--- src/rtl/recip_sig_iter_if.sv ---
// recip_sig_iter_if: operand/result handshake bundle for the reciprocal
// significand stage. The master side drives operands and accepts results;
// the slave side is the divider itself.
interface recip_sig_iter_if #(
  parameter int INTn = 32,
  parameter int NEXP = 8,
  parameter int NSIG = 23
) ();

  // Operand side
  logic                   inValid;
  logic                   inReady;
  logic                   negIn;
  logic signed [NEXP+1:0] expIn;
  logic [NSIG:0]          sigIn;

  // Result side
  logic                   outValid;
  logic                   outReady;
  logic                   negOut;
  logic signed [NEXP+1:0] expOut;
  logic [INTn-1:0]        sigOut;
  logic                   divByZero;

  modport master (
    output inValid, negIn, expIn, sigIn, outReady,
    input  inReady, outValid, negOut, expOut, sigOut, divByZero
  );

  modport slave (
    input  inValid, negIn, expIn, sigIn, outReady,
    output inReady, outValid, negOut, expOut, sigOut, divByZero
  );

endinterface

--- src/rtl/recip_sig_iter.sv ---
// recip_sig_iter: iterative restoring divider producing 1/sig for a
// normalized significand, one quotient bit per clock. The result is an
// unrounded INTn-bit significand (sticky folded into its LSB), the negated
// and normalization-adjusted exponent, and the sign.
// Optional feature macro: RECIP_EARLY_TERM_EN -- leave DIV as soon as the
// remainder reaches zero (remaining quotient bits are already zero).
module recip_sig_iter #(
  parameter int INTn = 32,
  parameter int NEXP = 8,
  parameter int NSIG = 23
) (
  input  logic           clk,
  input  logic           rst_n,
  recip_sig_iter_if.slave bus
);

  localparam int EW    = NEXP + 2;
  localparam int RW    = NSIG + 2;
  localparam int QW    = INTn + 1;
  localparam int CNT_W = $clog2(INTn + 1);

  localparam logic signed [EW-1:0] EXP_ONE = EW'(1);

`ifdef RECIP_EARLY_TERM_EN
  localparam bit EARLY_TERM = 1'b1;
`else
  localparam bit EARLY_TERM = 1'b0;
`endif

  typedef enum logic [1:0] {
    S_IDLE = 2'd0,
    S_DIV  = 2'd1,
    S_DONE = 2'd2
  } state_t;

  state_t r_state;
  state_t w_state_nxt;

  // Division working registers
  logic [RW-1:0]          r_rem;
  logic [NSIG:0]          r_div;
  logic [QW-1:0]          r_q;
  logic [CNT_W-1:0]       r_cnt;

  // Captured operand fields
  logic                   r_neg;
  logic                   r_zero;
  logic signed [EW-1:0]   r_exp;

  // Result registers, frozen while outValid is high
  logic                   r_out_valid;
  logic                   r_neg_out;
  logic                   r_dbz;
  logic signed [EW-1:0]   r_exp_out;
  logic [INTn-1:0]        r_sig_out;

  logic                   w_accept;
  logic                   w_in_ready;
  logic                   w_load_out;
  logic                   w_handoff;
  logic                   w_ge;
  logic                   w_last;
  logic                   w_rem_zero;
  logic [RW-1:0]          w_diff;
  logic [RW-1:0]          w_rem_nxt;
  logic [CNT_W-1:0]       w_qidx;
  logic [INTn-1:0]        w_sig_norm;
  logic signed [EW-1:0]   w_exp_norm;
  logic                   w_sticky;

  assign w_accept   = (r_state == S_IDLE) && bus.inValid;
  assign w_load_out = (r_state == S_DONE) && !r_out_valid;
  assign w_handoff  = (r_state == S_DONE) && r_out_valid && bus.outReady;

  // One restoring step: subtract when it fits, then double the remainder.
  // The partial remainder stays below 2*D, so the shift never drops a bit.
  assign w_ge       = (r_rem >= {1'b0, r_div});
  assign w_diff     = w_ge ? (r_rem - {1'b0, r_div}) : r_rem;
  assign w_rem_nxt  = {w_diff[RW-2:0], 1'b0};
  // Quotient bit i (weight 2^-i) lives at r_q[INTn-i], so r_q[INTn] is q0
  assign w_qidx     = CNT_W'(INTn) - r_cnt;
  assign w_last     = (r_cnt == CNT_W'(INTn));
  assign w_rem_zero = (r_rem == '0);

  // State register
  always_ff @(posedge clk or negedge rst_n) begin
    if (!rst_n) begin
      r_state <= S_IDLE;
    end else begin
      r_state <= w_state_nxt;
    end
  end

  // Next-state logic
  always_comb begin
    w_state_nxt = r_state;
    case (r_state)
      S_IDLE: begin
        if (bus.inValid) begin
          w_state_nxt = (bus.sigIn == '0) ? S_DONE : S_DIV;
        end
      end
      S_DIV: begin
        if (w_last || (EARLY_TERM && w_rem_zero)) begin
          w_state_nxt = S_DONE;
        end
      end
      S_DONE: begin
        if (w_handoff) begin
          w_state_nxt = S_IDLE;
        end
      end
      default: w_state_nxt = S_IDLE;
    endcase
  end

  // FSM-decoded outputs
  always_comb begin
    w_in_ready = (r_state == S_IDLE);
  end

  // Operand capture and one quotient bit per DIV cycle
  always_ff @(posedge clk or negedge rst_n) begin
    if (!rst_n) begin
      r_rem  <= '0;
      r_div  <= '0;
      r_q    <= '0;
      r_cnt  <= '0;
      r_neg  <= 1'b0;
      r_zero <= 1'b0;
      r_exp  <= '0;
    end else if (w_accept) begin
      r_rem  <= RW'(1) << NSIG;
      r_div  <= bus.sigIn;
      r_q    <= '0;
      r_cnt  <= '0;
      r_neg  <= bus.negIn;
      r_zero <= (bus.sigIn == '0);
      r_exp  <= bus.expIn;
    end else if (r_state == S_DIV) begin
      r_q[w_qidx] <= w_ge;
      r_rem       <= w_rem_nxt;
      r_cnt       <= r_cnt + 1'b1;
    end
  end

  // Normalize the quotient: only 1.0 yields q0=1; otherwise the leading
  // one is q1 and the exponent drops by one. Sticky folds into the LSB.
  always_comb begin
    w_sig_norm = '0;
    w_exp_norm = -r_exp;
    w_sticky   = 1'b0;
    if (!r_zero) begin
      if (r_q[INTn]) begin
        w_sig_norm = r_q[INTn:1];
        w_sticky   = r_q[0] | !w_rem_zero;
      end else begin
        w_sig_norm = r_q[INTn-1:0];
        w_sticky   = !w_rem_zero;
        w_exp_norm = -r_exp - EXP_ONE;
      end
    end
    w_sig_norm[0] = w_sig_norm[0] | w_sticky;
  end

  // Result registers: load on entry to DONE, release on handshake
  always_ff @(posedge clk or negedge rst_n) begin
    if (!rst_n) begin
      r_out_valid <= 1'b0;
      r_neg_out   <= 1'b0;
      r_dbz       <= 1'b0;
      r_exp_out   <= '0;
      r_sig_out   <= '0;
    end else if (w_load_out) begin
      r_out_valid <= 1'b1;
      r_neg_out   <= r_neg;
      r_dbz       <= r_zero;
      r_exp_out   <= w_exp_norm;
      r_sig_out   <= w_sig_norm;
    end else if (w_handoff) begin
      r_out_valid <= 1'b0;
    end
  end

  assign bus.inReady   = w_in_ready;
  assign bus.outValid  = r_out_valid;
  assign bus.negOut    = r_neg_out;
  assign bus.expOut    = r_exp_out;
  assign bus.sigOut    = r_sig_out;
  assign bus.divByZero = r_dbz;

endmodule

--- src/flat_wrapper.sv ---
// flat-port wrapper written by rule: the top's interface ports become plain ports
module recip_sig_iter_flat 
#(
  parameter int INTn = 32,
  parameter int NEXP = 8,
  parameter int NSIG = 23
)
  (clk, rst_n, bus_inValid, bus_negIn, bus_expIn, bus_sigIn, bus_outReady, bus_inReady, bus_outValid, bus_negOut, bus_expOut, bus_sigOut, bus_divByZero);
  recip_sig_iter_if #(.INTn(INTn), .NEXP(NEXP), .NSIG(NSIG)) bus_i ();
  input  logic clk;
  input  logic rst_n;
  input wire logic [$bits(bus_i.inValid)-1:0] bus_inValid;
  input wire logic [$bits(bus_i.negIn)-1:0] bus_negIn;
  input wire logic [$bits(bus_i.expIn)-1:0] bus_expIn;
  input wire logic [$bits(bus_i.sigIn)-1:0] bus_sigIn;
  input wire logic [$bits(bus_i.outReady)-1:0] bus_outReady;
  output wire logic [$bits(bus_i.inReady)-1:0] bus_inReady;
  output wire logic [$bits(bus_i.outValid)-1:0] bus_outValid;
  output wire logic [$bits(bus_i.negOut)-1:0] bus_negOut;
  output wire logic [$bits(bus_i.expOut)-1:0] bus_expOut;
  output wire logic [$bits(bus_i.sigOut)-1:0] bus_sigOut;
  output wire logic [$bits(bus_i.divByZero)-1:0] bus_divByZero;
  assign bus_i.inValid = bus_inValid;
  assign bus_i.negIn = bus_negIn;
  assign bus_i.expIn = bus_expIn;
  assign bus_i.sigIn = bus_sigIn;
  assign bus_i.outReady = bus_outReady;
  assign bus_inReady = bus_i.inReady;
  assign bus_outValid = bus_i.outValid;
  assign bus_negOut = bus_i.negOut;
  assign bus_expOut = bus_i.expOut;
  assign bus_sigOut = bus_i.sigOut;
  assign bus_divByZero = bus_i.divByZero;
  recip_sig_iter #(.INTn(INTn), .NEXP(NEXP), .NSIG(NSIG)) u_core (.clk(clk), .rst_n(rst_n), .bus(bus_i));
endmodule
--- config.mk ---
export PLATFORM = sky130hd
export DESIGN_NAME = recip_sig_iter_flat
export DESIGN_NICKNAME = d
export VERILOG_FILES = /design/src/rtl/recip_sig_iter_if.sv /design/src/rtl/recip_sig_iter.sv /design/src/flat_wrapper.sv
export SDC_FILE = /design/constraint.sdc
export NUM_CORES = 1
export LEC_CHECK = 0
export ABC_AREA = 0
export BUFFER_PORTS_ARGS = -buffer_cell sky130_fd_sc_hd__buf_2
export CAP_MARGIN = 20
export CORE_ASPECT_RATIO = 1.2
export CORE_MARGIN = 5
export CORE_UTILIZATION = 45
export CTS_CLUSTER_DIAMETER = 30
export DETAILED_ROUTE_END_ITERATION = 8
export GPL_TIMING_DRIVEN = 0
export PLACE_DENSITY = 0.64
export SYNTH_ARGS = -nofsm -noshare
export SYNTH_HDL_FRONTEND = slang
export SYNTH_SLANG_ARGS = --single-unit
--- constraint.sdc ---
create_clock -name clk -period 5.7 [get_ports clk]
set_input_delay 0.855 -clock clk [delete_from_list [all_inputs] [get_ports clk]]
set_output_delay 0.855 -clock clk [all_outputs]
set_load 0.02 [all_outputs]
==> impl_metrics.ini, run 1 <==
[outcome]
status = completed

[global_route]
antenna_found_initial = 0
gr-total-overflow = 0
grt_pass1_vias = 7134
grt_pass1_wl_um = 36200
grt.total_usage = 0.2144
grt_max_degree = 100

[route]
antenna_left = 0
first_pass_iters = 5
wirelength_um = 21710
drc = 0
wire_per_inst_um = 17.40
drt_iter0_drc = 502
viasPerCell = 5.706
vias = 7121

[timing]
fmax_mhz = 309.7
min_period_over_period = 0.5666
slew_violations = 0
period_needed_ns = 3.229
setup_viol = 0
tns_ns = 0
rsz0062_at_grt = false
finalHoldViolCount = 0
fin_worst_skew_ns = 0.004071
slew_headroom = 0.2498
worst_pin_slew_ns = 1.117

[cts]
h-tree-depth = 4
cts_setup_buffers = 0
cts_resized = 0
numCtsBuffers = 17
clk_pin_slew_ns = 0.06
clock_path_buffers = 2
insertion_delay_ns = 0.42
ctsHoldBuffers = 0
cts_tree = done
cts_sinks = 146
cts_root_buffer = clkbuf_16

[worst_setup_path]
criticalPathCategory = flop to flop
worstPathArrival_ns = 3.47
worstSetupStartpointType = flop
r2r_cells = 11
cp_max_fo = 10
r2r-end = u_core.r_q[21]
r2r_slack_ns = 2.47
worstPathRequired_ns = 5.94
r2r-start = u_core.r_div[1]
worst_setup_path_end_kind = flop

[run]
max_cap_viol_count = 0

[finish]
drive_above_1_share = 0.1494
layout_commonest_cell = dfrtp_1
fin_nets = 1079
design_area_um2 = 9618
fill_cells = 1751
layout_common_cells = dfrtp_1, nand2_1, buf_2
syn_to_final_growth_pct = 16.45
n_antenna_cell = 0

[power_and_ir_drop]
switchingPower_mw = 2.919
power.share.switching = 0.4494
p_int_mw = 3.577
irDropWorstVdd_mv = 0.3006
power_leakage_nw = 4.253
clkPwrFrac = 0.179
seqPwrFrac = 0.259
power.density_nw_per_um2 = 675.5
p_comb_frac = 0.561

[placed_design]
placed_area_um2 = 9004
routabilityCongestion = 0.8950
io_buffers = 84
dp_hpwl_um = 16060

[synthesis]
yosysUniqueCellTypes = 69
syn_area_um2 = 8259
synth_edf_count = 0
synth_warnings = 0
syn_area_per_cell_um2 = 9.126
async_flop_share = 1.000
netlist_instances = 905
ys_seq_elements = 146
syn_nets = 972
ys_seq_area_frac = 0.4424
ys.flop_type = dfrtp_1

[die]
coreArea_um2 = 18110
initial_utilization = 0.4561
die-area_um2 = 21170
ios = 85
die_w_um = 133.7
rows = 54
chipHeight_um = 158.4

[min_path]
hp-class = input pin to async pin
==> logic make-up (layout without fill, tap and decap cells) <==
| group | count (synthesis) | count (layout) | share of synthesized area |
|---|---|---|---|
| muxes | 48 | 48 | 0.05878 |
| xor gates and xnor gates | 35 | 35 | 0.03712 |
| adders and majority gates | 28 | 28 | 0.04333 |
| buffers and inverters | 97 | 216 | 0.04999 |
| DFF | 146 | 146 | 0.4424 |
| AOI/OAI and AO/OA | 259 | 259 | 0.2038 |
| and+or+nand+nor | 292 | 292 | 0.1647 |
==> synth_stat cells (4+ instances only) <==
library cell    n  area [um2]
and3_1          4       25.02
xnor2_1        27       236.5
a21oi_1        58       290.3
inv_1          38       142.6
nand3b_1        4       30.03
nor3_1         13       65.06
nand2_1       140       525.5
xor2_1          8       70.07
mux2_2          4       45.04
nor2b_1         7       43.79
clkbuf_1       43       161.4
nand3_1        33       165.2
a311oi_1       32       280.3
buf_2           8       40.04
a31oi_1        14       87.58
nand4_1         7       43.79
nor4_1         14       87.58
a21o_1         10       75.07
o21ai_0        70       350.3
mux2i_1        44       440.4
dfrtp_1       146        3654
o211ai_1        6       45.04
o21a_1          4       30.03
nor2_1         42       157.7
ha_1           27       337.8
o31ai_1        36       270.3
nand2b_1        4       25.02
==> through the flow <==
stage	hold slack, ns	std cells	power [mW]	utilization	setup slack, ns
6_report	0.3607	1248	6.497	0.5312	2.471
5_1_grt	0.3966	1248	7.047	0.5312	2.263
4_1_cts	0.3685	1247	6.491	0.5309	2.517
3_5_place_dp	0.4612	1216	5.297	0.4972	2.544
3_3_place_gp	0.4581	1213	5.235	0.4948	1.608
2_1_floorplan	0.4417	905	4.417	-	3.119
==> power groups by stage <==
| stage | combinational, mW | sequential, mW | clock (mW) |
|---|---|---|---|
| 2_1_floorplan | 2.82 | 1.60 | 0 |
| 3_3_place_gp | 3.55 | 1.69 | 0 |
| 3_5_place_dp | 3.60 | 1.70 | 0 |
| 4_1_cts | 3.63 | 1.68 | 1.18 |
| 5_1_grt | 4.08 | 1.73 | 1.23 |
| 6_report | 3.65 | 1.69 | 1.16 |
==> how the worst max path moves through the flow <==
| stage | startpoint | endpoint | slack (ns) |
|---|---|---|---|
| 2_1_floorplan | u_core.r_div[1] | u_core.r_q[12] | 3.12 |
| 3_3_place_gp | rst_n | u_core.r_state[0] | 1.61 |
| 3_5_place_dp | u_core.r_rem[1] | u_core.r_q[17] | 2.54 |
| 4_1_cts | u_core.r_rem[1] | u_core.r_q[21] | 2.52 |
| 5_1_grt | u_core.r_div[1] | u_core.r_q[21] | 2.26 |
| 6_report | u_core.r_div[1] | u_core.r_q[21] | 2.47 |
==> routing by layer <==
metal / vias up / routed length, um / GRT usage / part of all wire
met4: 0 / 503 / 0.08819 / 0.023
met1: 3424 / 9526 / 0.2678 / 0.44
met5: - / 0 / 0 / 0
met2: 154 / 10830 / 0.3712 / 0.50
met3: 35 / 848 / 0.03666 / 0.039
li1: 3508 / - / - / -
==> sequential cells by signal (all words and copies together), names as in the netlist <==
| signal | cells |
|---|---|
| u_core.r_state | 2 |
| u_core.r_zero | 1 |
| u_core.bus.negOut | 1 |
| u_core.r_neg | 1 |
| u_core.r_cnt | 6 |
| u_core.bus.divByZero | 1 |
| u_core.bus.sigOut | 32 |
| u_core.r_div | 24 |
| u_core.bus.outValid | 1 |
| u_core.r_exp | 10 |
| u_core.bus.expOut | 10 |
| u_core.r_rem | 24 |
| u_core.r_q | 33 |
==> critical path: stages, from the launching register on <==
cell	delay (ns)
dfrtp_1	0.39
inv_1	0.07
ha_1	0.30
nor2b_1	0.15
o21ai_0	0.27
nand3_1	0.24
a31o_2	0.31
a221oi_2	0.45
o21ba_2	0.27
buf_4	0.22
buf_2	0.25
a311oi_1	0.12
==> final cells by class <==
cell class,instances,area (um2),share of cell area
multi-input combinational,662,4193,0.4359
timing repair buffer,88,469.2,0.04878
clock buffer,19,452.9,0.04709
clock inverter,12,156.4,0.01626
buffer,59,270.3,0.02810
tap,224,280.3,0.02914
sequential,146,3654,0.3799
inverter,38,142.6,0.01483
(Power assumes the default switching activity.)
==> inputs of run 2 (changes only) <==
--- a/config.mk
+++ b/config.mk
@@ -14,7 +14,7 @@
 export CTS_CLUSTER_DIAMETER = 30
 export DETAILED_ROUTE_END_ITERATION = 8
 export GPL_TIMING_DRIVEN = 0
-export PLACE_DENSITY = 0.64
+export PLACE_DENSITY = 0.66
 export SYNTH_ARGS = -nofsm -noshare
 export SYNTH_HDL_FRONTEND = slang
 export SYNTH_SLANG_ARGS = --single-unit
==> constraint.sdc (replaced) <==
create_clock -name clk -period 2.9 [get_ports clk]
set_input_delay 0.435 -clock clk [delete_from_list [all_inputs] [get_ports clk]]
set_output_delay 0.435 -clock clk [all_outputs]
set_load 0.02 [all_outputs]
==> impl_metrics.ini, run 2 (same netlist as run 1, synthesis figures left out) <==
[outcome]
status = completed

[finish]
layout_common_cells = dfrtp_1, nand2_1, buf_2
layout_commonest_cell = dfrtp_1
fill_cells = 1680
fin_nets = 1079
multi_input_area_um2 = 4273
syn_to_final_growth_pct = 18.00
ff_latch_area_um2 = 3655
largest-register = u_core.r_q
final_util = 0.5382
n_antenna_cell = 0
drive_above_1_share = 0.1649
largest_reg_flops = 33
stdcell_count = 1249

[global_route]
gr-total-overflow = 0
grt_max_degree = 96
grt.total_usage = 0.2082
grt_pass1_wl_um = 35540
grt_pass1_vias = 7044
antenna_found_initial = 0

[timing]
finalHoldViolCount = 0
period_needed_ns = 2.783
slew_headroom = 0.2610
worst_pin_slew_ns = 1.100
min_period_over_period = 0.9597
fmax_mhz = 359.3
slew_violations = 0
setup_viol = 0
fin_worst_skew_ns = 0.006509

[worst_setup_path]
worstPathArrival_ns = 3.10
criticalPathCategory = flop to flop
cp_max_fo = 10
worstSetupStartpointType = flop
r2r_slack_ns = 0.12
worstPathRequired_ns = 3.22
worst_setup_path_end_kind = flop

[cts]
h-tree-depth = 4
insertion_delay_ns = 0.42
numCtsBuffers = 17
cts_root_buffer = clkbuf_16
clk_pin_slew_ns = 0.06
cts_tree = done
cts_sinks = 146
clock_path_buffers = 2

[die]
die-area_um2 = 21170
chipHeight_um = 158.4
initial_utilization = 0.4561
coreArea_um2 = 18110
die_w_um = 133.7
rows = 54
ios = 85

[route]
drt_iter0_drc = 556
vias = 7165
wire_per_inst_um = 17.39
wirelength_um = 21720
drc = 0
antenna_left = 0
viasPerCell = 5.737
first_pass_iters = 7

[run]
max_cap_viol_count = 0

[power_and_ir_drop]
power_leakage_nw = 4.274
power.density_nw_per_um2 = 1347
irDropWorstVdd_mv = 0.5765
fin_total_pwr_mw = 13.13

[placed_design]
dp.cells = 1216
io_buffers = 84
dp_hpwl_um = 16160
routabilityCongestion = 0.8920

[min_path]
hp-class = input pin to flop
-- run 2: cell types whose count changed in the layout (fill, tap and decap cells not counted), sizes merged --
cell	previous run	this run
clkbuf	64	63
clkinv	6	2
clkinvlp	1	2
dlygate4sd3	0	1
inv	40	44
-- run 2: final timing paths --
kind | end | cells after the start | from
max | u_core.r_rem[8] | 11 | u_core.r_rem[11]
max in group asynchronous | u_core.r_div[20] | 3 | rst_n
min reg2reg | u_core.bus.sigOut[20] | 2 | u_core.bus.sigOut[20]
max reg2reg | u_core.r_rem[8] | 11 | u_core.r_rem[11]
min | u_core.r_exp[5] | 3 | bus_expIn[5]
min in group asynchronous | u_core.bus.expOut[7] | 2 | rst_n
-- run 2: layout make-up --
class | instances | area share
plain buffers | 57 | 0.02889
clock buffers | 19 | 0.04648
clock inverters | 13 | 0.01759
inverters | 38 | 0.01464
multi-input cells | 662 | 0.4384
flip-flops and latches | 146 | 0.3750
well taps | 224 | 0.02876
repair buffers | 90 | 0.05020
-- run 2: power breakdown --
part / switching [mW] / total (mW) / internal [mW]
clock: 0.910 / 2.33 / 1.42
sequential: 0.575 / 3.31 / 2.74
combinational: 4.37 / 7.49 / 3.12
total: 5.86 / 13.1 / 7.27
-- run 2: stage by stage --
step | area, um2 | setup TNS (ns) | hold WS [ns] | setup WS, ns
after CTS | 9662 | 0 | 0.1848 | 0.03899
after global placement | 8960 | -112.72 | 0.4572 | -0.7455
after global routing | 9746 | -0.05400 | 0.1923 | -0.05400
after floorplan | 8259 | 0 | 0.1394 | 0.3186
after detailed placement | 9004 | -4.161 | 0.4216 | -0.1600
final | 9746 | 0 | 0.1958 | 0.1170
-- run 2: routing by layer --
layer,global-route usage,vias to the layer above,share of wire
met5,0,-,0
met4,0.08182,0,0.024
met3,0.03540,35,0.040
met2,0.3659,175,0.50
met1,0.2575,3449,0.44
li1,-,3506,-
-- run 2: what timing repair did --
item                                    CTS  global route
hold buffers                              1             0
endpoints found under the hold margin    51             0
endpoints found under the setup margin   41            47
gates resized for setup                   3            24
buffers inserted                          2             0
pin swaps                                 2             2
-- run 2: worst max-delay path, cell delays in order, from the launching register on --
cell	delay (ns)
dfrtp_1	0.42
ha_2	0.34
or2_2	0.28
a21oi_1	0.18
nor2_1	0.07
a31o_4	0.23
a221oi_4	0.28
o21bai_1	0.11
clkbuf_4	0.20
buf_4	0.21
mux2i_1	0.13
o21ai_0	0.23
